### src/rtl/pow_calc_if.sv
// Start/busy/done handshake bundle for the iterative power unit.
interface pow_calc_if #(
    parameter int WIDTH = 7
);
    logic             start;
    logic [WIDTH-1:0] base;
    logic [WIDTH-1:0] exp;
    logic [WIDTH-1:0] result;
    logic             busy;
    logic             done;
    logic             ovf;

    modport master (output start, base, exp, input result, busy, done, ovf);
    modport slave  (input start, base, exp, output result, busy, done, ovf);
endinterface

### src/rtl/pow_calc.sv
// Iterative unsigned base^exp, one saturating multiply per clock.
// Optional macro POW_EARLY_EXIT_EN finishes early on overflow or base<=1.
module pow_calc #(
    parameter int WIDTH = 7
) (
    input  logic      clk,
    input  logic      rst,
    pow_calc_if.slave bus
);
    typedef enum logic {
        IDLE = 1'b0,
        CALC = 1'b1
    } state_t;

    state_t             state, state_n;
    logic [WIDTH-1:0]   b_r, b_n;
    logic [WIDTH-1:0]   cnt, cnt_n;
    logic [WIDTH-1:0]   acc, acc_n;
    logic [WIDTH-1:0]   result, res_n;
    logic               busy, busy_n;
    logic               done, done_n;
    logic               ovf, ovf_n;
    logic [2*WIDTH-1:0] prod;
    logic               finish;
`ifdef POW_EARLY_EXIT_EN
    logic               stepped, step_n;
`endif

    assign prod = {{WIDTH{1'b0}}, acc} * {{WIDTH{1'b0}}, b_r};

`ifdef POW_EARLY_EXIT_EN
    // Base 0/1 cannot change acc after the first multiply; overflow is sticky.
    assign finish = (cnt == '0) || ovf || ((b_r <= WIDTH'(1)) && stepped);
`else
    assign finish = (cnt == '0);
`endif

    always_comb begin
        state_n = state;
        b_n     = b_r;
        cnt_n   = cnt;
        acc_n   = acc;
        res_n   = result;
        busy_n  = busy;
        done_n  = 1'b0;
        ovf_n   = ovf;
`ifdef POW_EARLY_EXIT_EN
        step_n  = stepped;
`endif
        case (state)
            IDLE: begin
                busy_n = 1'b0;
                if (bus.start) begin
                    b_n     = bus.base;
                    cnt_n   = bus.exp;
                    acc_n   = WIDTH'(1);
                    ovf_n   = 1'b0;
                    busy_n  = 1'b1;
                    state_n = CALC;
`ifdef POW_EARLY_EXIT_EN
                    step_n  = 1'b0;
`endif
                end
            end
            CALC: begin
                if (finish) begin
                    res_n   = ovf ? '1 : acc;
                    done_n  = 1'b1;
                    busy_n  = 1'b0;
                    state_n = IDLE;
                end else begin
                    if (|prod[2*WIDTH-1:WIDTH]) begin
                        acc_n = '1;
                        ovf_n = 1'b1;
                    end else begin
                        acc_n = prod[WIDTH-1:0];
                    end
                    cnt_n = cnt - WIDTH'(1);
`ifdef POW_EARLY_EXIT_EN
                    step_n = 1'b1;
`endif
                end
            end
        endcase
    end

    always_ff @(posedge clk) begin
        if (!rst) begin
            state   <= IDLE;
            b_r     <= '0;
            cnt     <= '0;
            acc     <= '0;
            result  <= '0;
            busy    <= 1'b0;
            done    <= 1'b0;
            ovf     <= 1'b0;
`ifdef POW_EARLY_EXIT_EN
            stepped <= 1'b0;
`endif
        end else begin
            state   <= state_n;
            b_r     <= b_n;
            cnt     <= cnt_n;
            acc     <= acc_n;
            result  <= res_n;
            busy    <= busy_n;
            done    <= done_n;
            ovf     <= ovf_n;
`ifdef POW_EARLY_EXIT_EN
            stepped <= step_n;
`endif
        end
    end

    assign bus.result = result;
    assign bus.busy   = busy;
    assign bus.done   = done;
    assign bus.ovf    = ovf;
endmodule

### src/flat_wrapper.sv
// flat-port wrapper written by rule: the top's interface ports become plain ports
module pow_calc_flat 
#(
    parameter int WIDTH = 7
)
  (clk, rst, bus_start, bus_base, bus_exp, bus_result, bus_busy, bus_done, bus_ovf);
  pow_calc_if #(.WIDTH(WIDTH)) bus_i ();
  input  logic clk;
  input  logic rst;
  input wire logic [$bits(bus_i.start)-1:0] bus_start;
  input wire logic [$bits(bus_i.base)-1:0] bus_base;
  input wire logic [$bits(bus_i.exp)-1:0] bus_exp;
  output wire logic [$bits(bus_i.result)-1:0] bus_result;
  output wire logic [$bits(bus_i.busy)-1:0] bus_busy;
  output wire logic [$bits(bus_i.done)-1:0] bus_done;
  output wire logic [$bits(bus_i.ovf)-1:0] bus_ovf;
  assign bus_i.start = bus_start;
  assign bus_i.base = bus_base;
  assign bus_i.exp = bus_exp;
  assign bus_result = bus_i.result;
  assign bus_busy = bus_i.busy;
  assign bus_done = bus_i.done;
  assign bus_ovf = bus_i.ovf;
  pow_calc #(.WIDTH(WIDTH)) u_core (.clk(clk), .rst(rst), .bus(bus_i));
endmodule
### config.mk
export PLATFORM = sky130hd
export DESIGN_NAME = pow_calc_flat
export DESIGN_NICKNAME = d
export VERILOG_FILES = /design/src/rtl/pow_calc_if.sv /design/src/rtl/pow_calc.sv /design/src/flat_wrapper.sv
export SDC_FILE = /design/constraint.sdc
export NUM_CORES = 1
export LEC_CHECK = 0
export ABC_CLOCK_PERIOD_IN_PS = 4600
export CAP_MARGIN = 20
export CORE_UTILIZATION = 30
export DETAILED_ROUTE_END_ITERATION = 16
export SETUP_SLACK_MARGIN = 0.2
export SKIP_LAST_GASP = 1
export SYNTH_ARGS = -nofsm -noshare
export SYNTH_HDL_FRONTEND = slang
export SYNTH_SLANG_ARGS = --single-unit
### constraint.sdc
create_clock -name clk -period 4.6 [get_ports clk]
set_input_delay 0.46 -clock clk [delete_from_list [all_inputs] [get_ports clk]]
set_output_delay 0.46 -clock clk [all_outputs]
set_load 0.01 [all_outputs]
==> impl_metrics.yaml, run 1 <==
cts:
  cts.sinks: 32
  clk_latency_ns: 0.28
  cts_tree: "done"
  clk_root_buffer_cell: "clkbuf_8"
  ctsLongestPathBuffers: 2
  clk_pin_slew_ns: 0.06
  htreeDepth: 2
  cts_made_buffers: 5
worst_setup_path:
  critPathRequiredTime_ns: 4.74
  r2r_start: "u_core.b_r[1]"
  cpMostUsedCell: "fa_1"
  worstSetupStartpoint: "u_core.b_r[1]"
  cp-end-kind: "flop"
  critPathKind: "flop to flop"
  crit_fanout: 8
  slowest_stage: "fa_1"
  cp_data_arrival_time_ns: 4.55
  max_stage_delay_ns: 0.53
  path_cells: "nand2_2 -> fa_1 -> fa_1 -> inv_2 -> fa_1 -> inv_1 -> fa_1 -> inv_2 -> ha_4 -> a21o_1 -> a31o_1 -> o21a_1 -> or3_4 -> a221oi_4 -> buf_12 -> a311oi_1"
  critPathLaunchType: "flop"
outcome:
  status: "finished clean"
place:
  gp_congestion: 0.8256
  dp_hpwl_um: 5465
  dp_cells: 509
  port_buffers: 26
drt:
  drt-total-wl_um: 6869
  wire_per_inst_um: 13.11
  initialDrtViolationCount: 163
  first_pass_iters: 4
  drc: 0
  ant_nets: 0
  via_count: 2615
  viasPerCell: 4.990
timing:
  clock_skew_ns: 0.004941
  slew_headroom_pct: 39.00
  setup_viol: 0
  period_needed_ns: 4.414
  hold_violations: 0
  holdWs_ns: 0.4511
  fin_crit_sh_pct: 95.95
  rsz0062_at_grt: "yes"
  worst_pin_slew_ns: 0.9131
  final_max_slew_viol_count: 0
  max_freq_ghz: 0.2266
global_routing:
  use_met3_pct: 1.803
  grt_use_met2_pct: 23.08
  grt_pass1_wl_um: 11870
  busiest_layer: "met2"
  grt_start_max_net_pins: 27
  grt_usage_pct: 14.63
  grt-ovfl-total: 0
  antenna_found_initial: 0
  grtUsageMet1_pct: 21.03
  grt_pass1_vias: 2457
floorplanning:
  std_cell_rows: 35
  die-width_um: 100.8
  io_pins: 27
  core_um2: 9371
  dieHeight_um: 100.8
  die_area_um2: 10170
  initial_core_util_pct: 31.27
synthesis:
  ys_seq_area_share_pct: 21.86
  syn-cell-area_um2: 2930
  async_flop_share_pct: 0
  synth_seq_cells: 32
  synth_edf_count: 0
  yosys_warnings: 0
  postSynthCellCount: 353
  ys_types: 38
  syn_nets: 428
  syn_area_per_cell_um2: 8.301
  synthFlopType: "dfxtp_1"
cells_and_area:
  final_nets: 469
  n_antenna_cell: 0
  fillCellCount: 964
  final_cells: 524
  drive_gt1_share_pct: 13.92
  final_common_cell: "nand2_1"
  area_growth_pct: 24.72
  most-common-layout-cells: "nand2_1 (41), nor2_1 (35), inv_1 (31)"
power:
  cellLeakagePower_uw: 0.001649
  pwr-share-comb_pct: 20.3
  vdd_drop_max_mv: 0.08196
  seq_power_share_pct: 46.7
  power_switching_share_pct: 28.97
  p_int_uw: 471.2
  p_switching_uw: 192.2
  clkPwrFrac_pct: 33.0
  powerDensity_nw_per_um2: 181.5
worst_hold_path:
  min_path_type: "flop to flop"
  worstHoldStart: "u_core.bus.busy"
run:
  drv_cap: 0
registers in the layout (all words and copies together), names as in the netlist:
signal / flops
u_core.bus.busy: 1
u_core.cnt: 7
u_core.bus.ovf: 1
u_core.bus.result: 7
u_core.b_r: 7
u_core.bus.done: 1
u_core.acc: 7
u_core.state: 1
metal layers:
metal,vias to the layer above,part of all wire (%)
met4,0,1.1
met2,43,46
li1,1277,-
met1,1286,50
met5,-,0
met3,9,2.4
cell families after synthesis:
group,count (synthesis),synth area share (%)
xor+xnor,11,3.288
flops,32,21.86
buf+inv,51,6.576
compound gates,77,17.51
simple gates,123,19.51
mux,1,0.3416
fa+ha+maj,58,30.91
stage by stage:
step	total power, uW	setup slack [ns]	TNS (ns)	utilization (%)	area, um2
floorplan	397.1	0.2333	0	-	2994
global placement	442.9	0.05222	0	36.53	3423
detailed placement	447.2	-0.04876	-0.2803	36.66	3436
CTS	668.9	0.1407	0	38.24	3583
global route	703.4	-0.01655	-0.07565	39.00	3655
finish	663.4	0.1863	0	39.00	3655
path summary, 6_finish.rpt:
| path | end | slack [ns] | cells past startpoint |
|---|---|---|---|
| setup / recovery | u_core.acc[1] | 0.19 | 16 |
| hold / removal | u_core.bus.busy | 0.45 | 2 |
| setup reg to reg | u_core.acc[1] | 0.19 | 16 |
| hold reg to reg | u_core.bus.busy | 0.45 | 2 |
critical path: cells and delay by family (launching register included):
family                   cells  cell delay [ns]
AO/OA/AOI/OAI                5             0.96
adder cells (fa/ha/maj)      5             2.21
buffers and inverters        4             0.30
flip-flops                   1             0.35
AND/OR/NAND/NOR              2             0.45
Yosys cell counts (2+ instances only):
| cell type | count | area [um2] |
|---|---|---|
| a21oi_1 | 25 | 125.1 |
| nor3_1 | 3 | 15.01 |
| o21a_1 | 3 | 22.52 |
| o21ai_0 | 13 | 65.06 |
| nand4_1 | 3 | 18.77 |
| xor2_1 | 4 | 35.03 |
| nor2_1 | 35 | 131.4 |
| a21o_1 | 3 | 22.52 |
| a211oi_1 | 12 | 90.09 |
| o211ai_1 | 4 | 30.03 |
| nand3_1 | 5 | 25.02 |
| nand2b_1 | 2 | 12.51 |
| fa_1 | 24 | 480.5 |
| a311oi_1 | 8 | 70.07 |
| dfxtp_1 | 32 | 640.6 |
| inv_1 | 33 | 123.9 |
| clkbuf_1 | 13 | 48.80 |
| ha_1 | 34 | 425.4 |
| a31oi_1 | 3 | 18.77 |
| buf_1 | 2 | 7.510 |
| clkinv_1 | 2 | 7.510 |
| and2_1 | 25 | 156.4 |
| nor2b_1 | 2 | 12.51 |
| nand2_1 | 43 | 161.4 |
| xnor2_1 | 7 | 61.31 |
repair_timing:
action / 4_1_cts / 5_1_grt
buffers inserted: 3 / 4
gates resized for setup: 14 / 10
endpoints found under the setup margin: 8 / 8
hold buffers: 0 / 0
pin swaps: 5 / 6
cell type report:
| type | count | area, um2 | area share (%) |
|---|---|---|---|
| Timing Repair Buffer | 50 | 454.2 | 12.43 |
| Tap cell | 129 | 161.4 | 4.416 |
| Clock buffer | 8 | 90.09 | 2.465 |
| Multi-Input combinational cell | 270 | 2152 | 58.88 |
| Inverter | 35 | 131.4 | 3.595 |
| Sequential cell | 32 | 665.6 | 18.21 |
power groups by stage:
stage / Combinational (uW) / Sequential, uW / Clock, uW
floorplan: 82.8 / 314 / 0
global placement: 126 / 317 / 0
detailed placement: 129 / 318 / 0
CTS: 131 / 311 / 227
global route: 151 / 313 / 239
finish: 135 / 310 / 219
(Power assumes the default switching activity.)
==> run 2: changes to the inputs <==
--- a/config.mk
+++ b/config.mk
@@ -9,6 +9,7 @@
 export CAP_MARGIN = 20
 export CORE_UTILIZATION = 30
 export DETAILED_ROUTE_END_ITERATION = 16
+export PLACE_DENSITY_LB_ADDON = 0.15
 export SETUP_SLACK_MARGIN = 0.2
 export SKIP_LAST_GASP = 1
 export SYNTH_ARGS = -nofsm -noshare
==> impl_metrics.yaml, run 2 (synthesis results as in run 1) <==
worst_setup_path:
  rrSetupSlack_ns: 0.18
  cp-end-kind: "flop"
  critPathLaunchType: "flop"
  reg2regPathDepth: 16
  crit_fanout: 8
  worstSetupStartpoint: "u_core.acc[2]"
  crit_end: "u_core.acc[0]"
  critPathKind: "flop to flop"
  critPathRequiredTime_ns: 4.73
  cp_data_arrival_time_ns: 4.56
  r2r_start: "u_core.acc[2]"
  worst_r2r_endpoint: "u_core.acc[0]"
outcome:
  status: "finished clean"
cells_and_area:
  drive_gt1_share_pct: 18.32
  utilization_pct: 40.77
  fin_area_um2: 3821
  most-common-layout-cells: "nand2_1 (39), nor2_1 (34), inv_1 (32)"
  final_common_cell: "nand2_1"
  area_growth_pct: 30.40
  final_nets: 478
  n_antenna_cell: 0
timing:
  fin_ws_ns: 0.1791
  hold_violations: 0
  worst_pin_slew_ns: 0.8697
  fin_crit_sh_pct: 96.11
  max_freq_ghz: 0.2262
  clock_skew_ns: 0.007677
  rsz0062_at_grt: "yes"
  holdWs_ns: 0.4445
  setup_viol: 0
  period_needed_ns: 4.421
  final_max_slew_viol_count: 0
  slew_headroom_pct: 41.90
floorplanning:
  io_pins: 27
  core_um2: 9371
  die-width_um: 100.8
  die_area_um2: 10170
  initial_core_util_pct: 31.27
  std_cell_rows: 35
  dieHeight_um: 100.8
drt:
  wire_per_inst_um: 13.77
  viasPerCell: 4.743
  drt-total-wl_um: 7337
  initialDrtViolationCount: 52
  via_count: 2528
  drc: 0
  ant_nets: 0
  first_pass_iters: 4
place:
  dp_worst_setup_slack_ns: -0.04328
  dp_hpwl_um: 5722
  port_buffers: 26
  gp_congestion: 0.8239
  placed_area_um2: 3481
global_routing:
  grt-ovfl-total: 0
  grt_pass1_vias: 2441
  antenna_found_initial: 0
  grt_pass1_wl_um: 12310
  grt_usage_pct: 15.45
  grt_start_max_net_pins: 27
power:
  p_switching_uw: 199.6
  cellLeakagePower_uw: 0.001731
  pwr-share-comb_pct: 20.7
  seq_power_share_pct: 46.3
  power_switching_share_pct: 29.72
  power_uw: 671.8
  vdd_drop_max_mv: 0.1085
  powerDensity_nw_per_um2: 175.8
  p_int_uw: 472.1
  clkPwrFrac_pct: 33.0
run:
  drv_cap: 0
cts:
  cts_tree: "done"
  clk_root_buffer_cell: "clkbuf_8"
  cts_made_buffers: 5
  ctsLongestPathBuffers: 2
  cts.sinks: 32
  htreeDepth: 2
  clk_latency_ns: 0.28
  clk_pin_slew_ns: 0.06
worst_hold_path:
  min_path_type: "flop to flop"
  worstHoldStart: "u_core.bus.busy"
## run 2: worst min path at each step
stage / slack (ns) / endpoint / cells after the start
floorplan: 0.45 / u_core.cnt[6] / 1
global placement: 0.44 / u_core.bus.busy / 2
detailed placement: 0.44 / u_core.bus.busy / 2
CTS: 0.45 / u_core.bus.busy / 2
global route: 0.46 / u_core.bus.busy / 2
finish: 0.44 / u_core.bus.busy / 2
## run 2: metrics by stage
stage | setup TNS (ns) | cells
6_report | 0 | 533
2_1_floorplan | 0 | 353
3_5_place_dp | -0.2142 | 513
5_1_grt | -0.02039 | 533
4_1_cts | 0 | 529
3_3_place_gp | -0.5590 | 513
## run 2: per-layer routing
metal | track usage (%) | share of wire, %
met2 | 23.97 | 44
met4 | 2.787 | 0.57
met3 | 2.774 | 3.7
met1 | 22.52 | 52
met5 | 0 | 0
## run 2: power by group through the flow
| stage | Combinational [uW] | Sequential (uW) | Clock [uW] |
|---|---|---|---|
| 4_1_cts | 137 | 311 | 225 |
| 6_report | 139 | 311 | 222 |
| 2_1_floorplan | 82.8 | 314 | 0 |
| 3_3_place_gp | 133 | 320 | 0 |
| 5_1_grt | 155 | 314 | 240 |
| 3_5_place_dp | 131 | 319 | 0 |
## run 2: what timing repair did
action | 4_1_cts | 5_1_grt
setup endpoints to repair | 8 | 8
setup buffers | 8 | 4
hold buffers | 0 | 0
resized for setup | 23 | 15
pin swaps | 12 | 6
## run 2: final cells by class
type / instances / area [um2]
flip-flops and latches: 32 / 669.4
clock buffers: 6 / 82.58
repair buffers: 59 / 531.8
clock inverters: 2 / 10.01
multi-input cells: 270 / 2235
fillers: 1012 / 5550
well taps: 129 / 161.4
inverters: 35 / 131.4
## run 2: worst max-delay path, cell delays in order, from the launching register on
cell and delay [ns]:
dfxtp_4 0.38, nand2_4 0.05, fa_1 0.49, fa_1 0.52, inv_1 0.05, fa_1 0.48
inv_1 0.05, fa_1 0.49, inv_2 0.05, ha_4 0.21, a21o_1 0.17, a31o_1 0.21
o21a_1 0.20, or3_4 0.38, a221oi_4 0.29, buf_6 0.17, a311oi_1 0.09
